[src/rtl/tile_map_pkg.sv]
// rtl/tile_map_pkg.sv - shared tile IDs, map geometry, command and FSM encodings
//
// Shared by tile_map_writer, tile_addr_calc and the tile-RAM address
// decoder so every block agrees on tile IDs and map geometry.
package tile_map_pkg;

    localparam int MAP_W = 20;
    localparam int MAP_H = 15;

    localparam logic [3:0] T_EMPTY   = 4'd0;
    localparam logic [3:0] T_SPIKE   = 4'd1;
    localparam logic [3:0] T_GATE_1  = 4'd2;
    localparam logic [3:0] T_GATE_2  = 4'd3;
    localparam logic [3:0] T_GATE_3  = 4'd4;
    localparam logic [3:0] T_PLATE_1 = 4'd5;
    localparam logic [3:0] T_PLATE_2 = 4'd6;
    localparam logic [3:0] T_PLATE_3 = 4'd7;
    localparam logic [3:0] T_EXIT    = 4'd8;
    localparam logic [3:0] T_WALL    = 4'd9;

    typedef enum logic [1:0] {
        OP_WRITE = 2'd0,
        OP_FILL  = 2'd1,
        OP_CLEAR = 2'd2,
        OP_RSVD  = 2'd3
    } cmd_op_t;

    typedef enum logic [2:0] {
        ST_IDLE    = 3'd0,
        ST_CHECK   = 3'd1,
        ST_WAIT_VB = 3'd2,
        ST_WRITE   = 3'd3,
        ST_FINISH  = 3'd4
    } wr_state_t;

endpackage

[src/rtl/tile_addr_calc.sv]
// rtl/tile_addr_calc.sv - grid coordinate to row-major tile-RAM address
//
// Purpose: addr = gy*20 + gx, built from shifts and adds (gy*16 + gy*4 + gx)
//          so no multiplier is inferred.
// Ports:
//   gx   - column, 5 bits
//   gy   - row, 4 bits
//   addr - 9-bit row-major address (max 15*20+31 = 331, fits in 9 bits)
module tile_addr_calc (
    input  logic [4:0] gx,
    input  logic [3:0] gy,
    output logic [8:0] addr
);

    logic [8:0] gy_w;
    logic [8:0] gx_w;

    assign gy_w = {5'b0, gy};
    assign gx_w = {4'b0, gx};
    assign addr = (gy_w << 4) + (gy_w << 2) + gx_w;

endmodule

[src/rtl/tile_map_writer.sv]
// rtl/tile_map_writer.sv - command-driven writer for the tile-map RAM
//
// Purpose: accepts WRITE / FILL / CLEAR commands, range-checks them, then
//          streams one tile-RAM write per cycle while the write gate is open.
// Optional feature: define TILE_MAP_VBLANK_SYNC_EN to gate writes with vblank
//          so the map never changes mid-frame; otherwise the gate is always
//          open and vblank is ignored.
// Ports:
//   clk, rst                - pixel clock, asynchronous active-high reset
//   vblank                  - vertical blanking (used only with the macro)
//   cmd_valid / cmd_ready   - command handshake (ready only in IDLE)
//   cmd_op, cmd_gx, cmd_gy,
//   cmd_len, cmd_tile       - command operands, latched on accept
//   map_we/waddr/wdata      - tile-RAM write port
//   busy, done, err         - status; done/err pulse for one cycle in FINISH
module tile_map_writer #(
    parameter int MAP_W     = 20,
    parameter int MAP_H     = 15,
    parameter int TILE_BITS = 4
) (
    input  logic                 clk,
    input  logic                 rst,
    input  logic                 vblank,
    input  logic                 cmd_valid,
    output logic                 cmd_ready,
    input  logic [1:0]           cmd_op,
    input  logic [4:0]           cmd_gx,
    input  logic [3:0]           cmd_gy,
    input  logic [4:0]           cmd_len,
    input  logic [TILE_BITS-1:0] cmd_tile,
    output logic                 map_we,
    output logic [8:0]           map_waddr,
    output logic [TILE_BITS-1:0] map_wdata,
    output logic                 busy,
    output logic                 done,
    output logic                 err
);

    import tile_map_pkg::*;

    localparam logic [5:0] MAP_W6 = 6'(MAP_W);
    localparam logic [4:0] MAP_H5 = 5'(MAP_H);
    localparam logic [8:0] CELLS  = 9'(MAP_W * MAP_H);

    wr_state_t state;
    wr_state_t state_nxt;

    cmd_op_t              op_r;
    logic [4:0]           gx_r;
    logic [3:0]           gy_r;
    logic [4:0]           len_r;
    logic [TILE_BITS-1:0] tile_r;

    logic [8:0]           addr_r;
    logic [8:0]           remain_r;
    logic [TILE_BITS-1:0] wdata_r;
    logic                 rej_r;

    logic [8:0]           start_addr;
    logic                 cmd_bad;
    logic                 gate;

    tile_addr_calc u_addr_calc (
        .gx   (gx_r),
        .gy   (gy_r),
        .addr (start_addr)
    );

`ifdef TILE_MAP_VBLANK_SYNC_EN
    assign gate = vblank;
`else
    logic unused_vblank;
    assign unused_vblank = vblank;
    assign gate          = 1'b1;
`endif

    // CLEAR covers the whole map regardless of operands, so only WRITE and
    // FILL are range-checked; the reserved opcode is always refused.
    always_comb begin
        cmd_bad = 1'b0;
        case (op_r)
            OP_WRITE: cmd_bad = ({1'b0, gx_r} >= MAP_W6) || ({1'b0, gy_r} >= MAP_H5);
            OP_FILL:  cmd_bad = ({1'b0, gx_r} >= MAP_W6) || ({1'b0, gy_r} >= MAP_H5)
                                || (len_r == 5'd0)
                                || (({1'b0, gx_r} + {1'b0, len_r}) > MAP_W6);
            OP_CLEAR: cmd_bad = 1'b0;
            default:  cmd_bad = 1'b1;
        endcase
    end

    always_ff @(posedge clk or posedge rst) begin
        if (rst) begin
            state <= ST_IDLE;
        end else begin
            state <= state_nxt;
        end
    end

    always_comb begin
        state_nxt = state;
        cmd_ready = 1'b0;
        busy      = 1'b1;
        done      = 1'b0;
        err       = 1'b0;
        map_we    = 1'b0;
        case (state)
            ST_IDLE: begin
                cmd_ready = 1'b1;
                busy      = 1'b0;
                if (cmd_valid) begin
                    state_nxt = ST_CHECK;
                end
            end
            ST_CHECK: begin
                state_nxt = cmd_bad ? ST_FINISH : ST_WAIT_VB;
            end
            ST_WAIT_VB: begin
                if (gate) begin
                    state_nxt = ST_WRITE;
                end
            end
            ST_WRITE: begin
                // A closing gate suppresses this cycle's write; address and
                // count are frozen so the burst resumes exactly where it paused.
                if (!gate) begin
                    state_nxt = ST_WAIT_VB;
                end else begin
                    map_we = 1'b1;
                    if (remain_r == 9'd1) begin
                        state_nxt = ST_FINISH;
                    end
                end
            end
            ST_FINISH: begin
                done      = 1'b1;
                err       = rej_r;
                state_nxt = ST_IDLE;
            end
            default: begin
                state_nxt = ST_IDLE;
            end
        endcase
    end

    always_ff @(posedge clk or posedge rst) begin
        if (rst) begin
            op_r     <= OP_WRITE;
            gx_r     <= 5'd0;
            gy_r     <= 4'd0;
            len_r    <= 5'd0;
            tile_r   <= '0;
            addr_r   <= 9'd0;
            remain_r <= 9'd0;
            wdata_r  <= '0;
            rej_r    <= 1'b0;
        end else begin
            case (state)
                ST_IDLE: begin
                    if (cmd_valid) begin
                        op_r   <= cmd_op_t'(cmd_op);
                        gx_r   <= cmd_gx;
                        gy_r   <= cmd_gy;
                        len_r  <= cmd_len;
                        tile_r <= cmd_tile;
                    end
                end
                ST_CHECK: begin
                    rej_r <= cmd_bad;
                    if (op_r == OP_CLEAR) begin
                        addr_r   <= 9'd0;
                        remain_r <= CELLS;
                        wdata_r  <= TILE_BITS'(T_EMPTY);
                    end else begin
                        addr_r   <= start_addr;
                        remain_r <= (op_r == OP_FILL) ? {4'b0, len_r} : 9'd1;
                        wdata_r  <= tile_r;
                    end
                end
                ST_WRITE: begin
                    if (gate) begin
                        addr_r   <= addr_r + 9'd1;
                        remain_r <= remain_r - 9'd1;
                    end
                end
                default: begin
                end
            endcase
        end
    end

    assign map_waddr = addr_r;
    assign map_wdata = wdata_r;

endmodule

[config.mk]
export PLATFORM = sky130hd
export DESIGN_NAME = tile_map_writer
export DESIGN_NICKNAME = d
export VERILOG_FILES = /design/src/rtl/tile_map_pkg.sv /design/src/rtl/tile_addr_calc.sv /design/src/rtl/tile_map_writer.sv
export SDC_FILE = /design/constraint.sdc
export NUM_CORES = 1
export LEC_CHECK = 0
export BUFFER_PORTS_ARGS = -buffer_cell sky130_fd_sc_hd__buf_4
export CAP_MARGIN = 10
export CORE_ASPECT_RATIO = 1.2
export CORE_MARGIN = 2
export CORE_UTILIZATION = 61
export DETAILED_ROUTE_END_ITERATION = 10
export PLACE_DENSITY = 0.85
export SYNTH_ARGS = -nofsm -noshare
export SYNTH_HDL_FRONTEND = slang
export SYNTH_SLANG_ARGS = --single-unit
[constraint.sdc]
create_clock -name clk -period 4.54 [get_ports clk]
set_input_delay 0.681 -clock clk [delete_from_list [all_inputs] [get_ports clk]]
set_output_delay 0.681 -clock clk [all_outputs]
set_load 0.02 [all_outputs]
== Word level (Yosys, flattened, before mapping) ==
Cells that the tools add are included.
Cells by class
  equality and inequality tests: 9
  $mul: 0
  add/sub/neg operators: 5
  $lt $le $gt $ge: 3
  multiplexer cells: 16
  shift operators: 0
  bitwise gates (word level): 0
  reduce and logical (&&, ||, !) cells: 9
  divide/modulo/power cells: 0
Operator list (count)
  $pmux W9 S2: 2
  $mux W9: 2
  $pmux W3 S4: 1
  $add A8 B6 Y9: 1
  $add A9 B1 Y9 const B: 1
  $add A9 B5 Y9: 1
  $eq A9 B1 Y1 const B: 1
  $mux W3: 3
  $sub A9 B1 Y9 const B: 1
  $add A5 B5 Y6: 1
  $eq A3 B2 Y1 const B: 2
  $gt A6 B5 Y1 const B: 1
  $ge A5 B5 Y1 const B: 1
  $logic_not A5 Y1: 1
  $mux W1: 5
  $mux W5: 1
  $ge A4 B4 Y1 const B: 1
  $mux W4: 1
  $ne A2 B2 Y1 const B: 2
  $reduce_and A2 Y1: 2
  $eq A3 B1 Y1 const B: 1
  $eq A3 B3 Y1 const B: 1
  $logic_not A3 Y1: 1
  $logic_or A1 B1 Y1: 3
  other kinds (5): 5
Word-level totals
  logic and storage cells: 52
  input port bits: 24
  bits in writable memories: 0
  memories: 0
  bits in read-only memories: 0
  latch bits: 0
  output and inout bits: 18
  register bits: 46

== Logic depth before layout (Yosys ltp) ==
  word-level depth: 7
  gate-level depth with buffers: 9
  mapped depth without buffers: 9

== Modules after synthesis ==
From an unflattened synthesis, not the netlist that was laid out.
Second synthesis, totals
  cell total of the unflattened synthesis: 284
  area, all modules: 2698.8 sq um
Modules (own cells, without submodules)
  tile_map_writer: cells each 253, instances 1, area each 2452.4 sq um, sequential area each 1151.1 sq um
  tile_addr_calc: cells each 31, instances 1, area each 246.5 sq um, sequential area each 0.0 sq um

== Worst setup path before layout ==
OpenSTA, ideal clock, no wires.
  path kind: register -> register
  start point: register gx_r[0]
  end point: register state[1]
  library setup time: 0.120 ns
  path buffers: 0
  clock period less this slack: 2.085 ns
  cell stages (with the launch flop): 8
  data arrival time: 1.965 ns
  setup slack: 2.455 ns
  data required time: 4.420 ns
  cells stage by stage: dfrtp_1 ha_1 fa_1 and3_1 o21ai_0 o311ai_2 a311o_1 and3_1
Between the ends
  cells in the longest elaborated chain, start to end: 7
  elaborated cells on any way between the ends: 9
RTL lines
  start: declaration: RTL line tile_map_writer.sv:49  | logic [4:0] gx_r;
  start signal: assignment: RTL line tile_map_writer.sv:161  | gx_r <= cmd_gx;
  parallel branches: the longest is 4 deep, another holds $add A5 B5 Y6
  $pmux W1 S3 *: RTL line tile_map_writer.sv:81  | case (op_r)
  $mux W3 *: RTL line tile_map_writer.sv:115  | state_nxt = cmd_bad ? ST_FINISH : ST_WAIT_VB;
  $pmux W3 S4 *: RTL line tile_map_writer.sv:106  | case (state)
  end signal: assignment: RTL line tile_map_writer.sv:95  | state <= state_nxt;
  end: declaration: RTL line tile_map_writer.sv:45  | wr_state_t state;
Mark *: on every way between the ends.
A chain may end at the register's enable or synchronous reset.

== Worst setup path after layout ==
  start point: register state[1]
  end point: register tile_r[2]
Between the ends
  cells in the longest elaborated chain, start to end: 2
RTL lines
  $logic_not A3 Y1: RTL line tile_map_writer.sv:157  | case (state)
  $reduce_and A2 Y1 (no source line)
  end signal: assignment: RTL line tile_map_writer.sv:164  | tile_r <= cmd_tile;
  end: declaration: RTL line tile_map_writer.sv:52  | logic [TILE_BITS-1:0] tile_r;
No other way between the ends.

==> reports/metrics.cfg <==
[status]
status = completed

[critical_path]
crit_fanout = 26
crit_path_end_kind = flop
reg2reg_slack_ns = 2.06
reg2reg_from = state[1]
r2r_end = tile_r[2]
crit_arrival_ns = 2.66
critPathRequiredTime_ns = 4.72
r2r_cells = 4
worstSetupStartpointType = flop
crit_type = flop to flop

[hold_path]
hold_end = map_wdata[3]
whs_path_depth = 2
hp-class = flop to flop
hold_start = map_wdata[3]

[final_layout]
drive_gt1_frac = 0.179
layout_common_cells = 46 x dfrtp_1, 42 x buf_4, 31 x nand2_1
antennaDiodeCount = 0
finish.net_count = 354
mostFrequentLayoutCell = dfrtp_1
final_cell_area_mm2 = 0.00312
area_delta_synth_final_pct = 15.8
fillerInstances = 305

[place]
place.gp.congestion = 0.848
dp_hpwl_um = 4110
port_buffers = 40
placed_area_mm2 = 0.00302

[timing]
finalMaxSlewViolations = 0
finalCritPeriodShare = 0.547
setup_viol = 0
finalHoldViolCount = 0
fin_setup_tns_ns = 0
tightest_slew_ns = 0.903
min_period_ns = 2.48
finClkSkew_ns = 0.00220
rsz0062_at_grt = false
slew-limit-headroom = 0.398
fmax_mhz = 402

[clocking]
postCtsHoldBufs = 0
cts_tree = built
cts_setup_buffers = 0
cts_repair_resize_count = 0
clk_latency_ns = 0.29
clk_pin_slew_ns = 0.08
tritoncts.num_buffers = 5
cts_max_path_buffers = 2
clock-sinks = 46
cts-root-buf = clkbuf_8
cts_max_level = 2

[global_routing]
grt_max_degree = 47
grt_pass1_vias = 2078
grt_pass1_wl_um = 9650
gr-usage-all-layers = 0.247
antenna_found_initial = 0
grt_overflow = 0

[routing]
routed-wl-met2_um = 2790
vias_per_cell = 6.00
first_pass_iters = 4
wl_met1_um = 2410
top_layer = met4
vias = 2215
drt_iter0_drc = 155
drt.antenna.violating_nets = 0
wl_per_cell_um = 15.2
routed_wl_um = 5600
drc = 0
dr_wl_met3_um = 261

[floorplan]
die-height_um = 76.8
ioPinCount = 42
core_area_mm2 = 0.00426
fp-row-count = 26
start_util = 0.632
fp.dieW_um = 64.7
die-area_mm2 = 0.00497

[synthesis]
synth-edff-count = 0
synth.avg_cell_area_um2 = 9.87
syn_area_mm2 = 0.00270
synthFlopType = dfrtp_1
syn_nets = 315
async_flop_share = 1.00
yosys.area.top_type = dfrtp_1
ys_ff_latch = 46
ys_seq_area_frac = 0.427
yosys_warnings = 0
synthDominantCellAreaShare = 0.427
synthCells = 273
yosysUniqueCellTypes = 54
yosys-top-cells-area = dfrtp_1 43%, mux2_1 8.4%, ha_1 7.0%, nand2_1 4.3%, o21ai_0 3.7%

[job]
cap_violations = 0

[power]
power_density_mw_per_mm2 = 801
vdd_drop_max_mv = 0.502
p_leak_nw = 1.47

==> stage by stage <==
stage	util	instances	total power, W	worst slack [ns]	hold WS [ns]
2_1_floorplan	-	273	0.00183	2.46	0.441
3_5_place_dp	0.708	361	0.00219	2.06	0.460
5_1_grt	0.733	369	0.00272	1.88	0.501
6_report	0.733	369	0.00250	2.06	0.476
4_1_cts	0.733	369	0.00250	2.05	0.480
3_3_place_gp	0.708	361	0.00211	2.08	0.454
==> state kept, by name, indices dropped and copies added (netlist names) <==
register,flops
gx_r,5
gy_r,4
len_r,5
map_waddr,9
map_wdata,4
op_r,2
rej_r,1
remain_r,9
state,3
tile_r,4
==> worst max-delay path, stage by stage (launching register included) <==
cell	delay, ns
dfrtp_1	0.68
or3_1	0.49
inv_2	0.08
and2_1	0.72
mux2_1	0.39
==> worst max path at each step <==
stage | start | endpoint | slack [ns] | cells after the start
3_5_place_dp | state[1] | tile_r[0] | 2.06 | 4
5_1_grt | state[1] | gy_r[0] | 1.88 | 4
3_3_place_gp | state[1] | tile_r[3] | 2.08 | 4
2_1_floorplan | gx_r[0] | state[1] | 2.46 | 7
4_1_cts | state[1] | tile_r[0] | 2.05 | 4
6_report | state[1] | tile_r[2] | 2.06 | 4
==> synthesized netlist by cell type, types with 3 or more instances <==
master    instances
ha_1             15
nand3_1          15
o211ai_1          3
nor2_1           19
and3_1            6
a21oi_1          16
o21ai_0          20
clkbuf_1          4
a211oi_1          4
nor2b_1           4
mux2_1           20
nor3_1            4
fa_1              3
dfrtp_1          46
nand2_1          31
nor3b_1           3
inv_1            10
a21o_1            4
==> cell type report <==
type,count,area [um2],area share
multi-input cells,206,1440,0.461
inverters,11,41.3,0.0132
clock buffers,7,76.3,0.0244
well taps,56,70.1,0.0224
clock inverters,1,30.0,0.00962
flip-flops and latches,46,1150,0.369
repair buffers,42,315,0.101
==> report_power, final <==
group,leakage (nW),switching [W],internal (W)
combinational,0.862,0.000737,0.000605
clock,0.0524,0.000131,0.000165
sequential,0.559,0.000249,0.000613
==> cells by family after synthesis <==
kind of cell | count (synthesis) | synth area share
buffers and inverters | 21 | 0.0395
xor gates and xnor gates | 4 | 0.0130
DFF | 46 | 0.427
adders and majority gates | 18 | 0.0919
AOI/OAI and AO/OA | 64 | 0.153
muxes | 23 | 0.0952
and+or+nand+nor | 97 | 0.181
==> metal layers <==
metal  vias up  track usage
met5         -            0
met4         0        0.102
met3        14       0.0484
met2        76        0.397
met1      1066        0.327
li1       1059            -
Note: power is estimated with default switching activity, not from simulation.
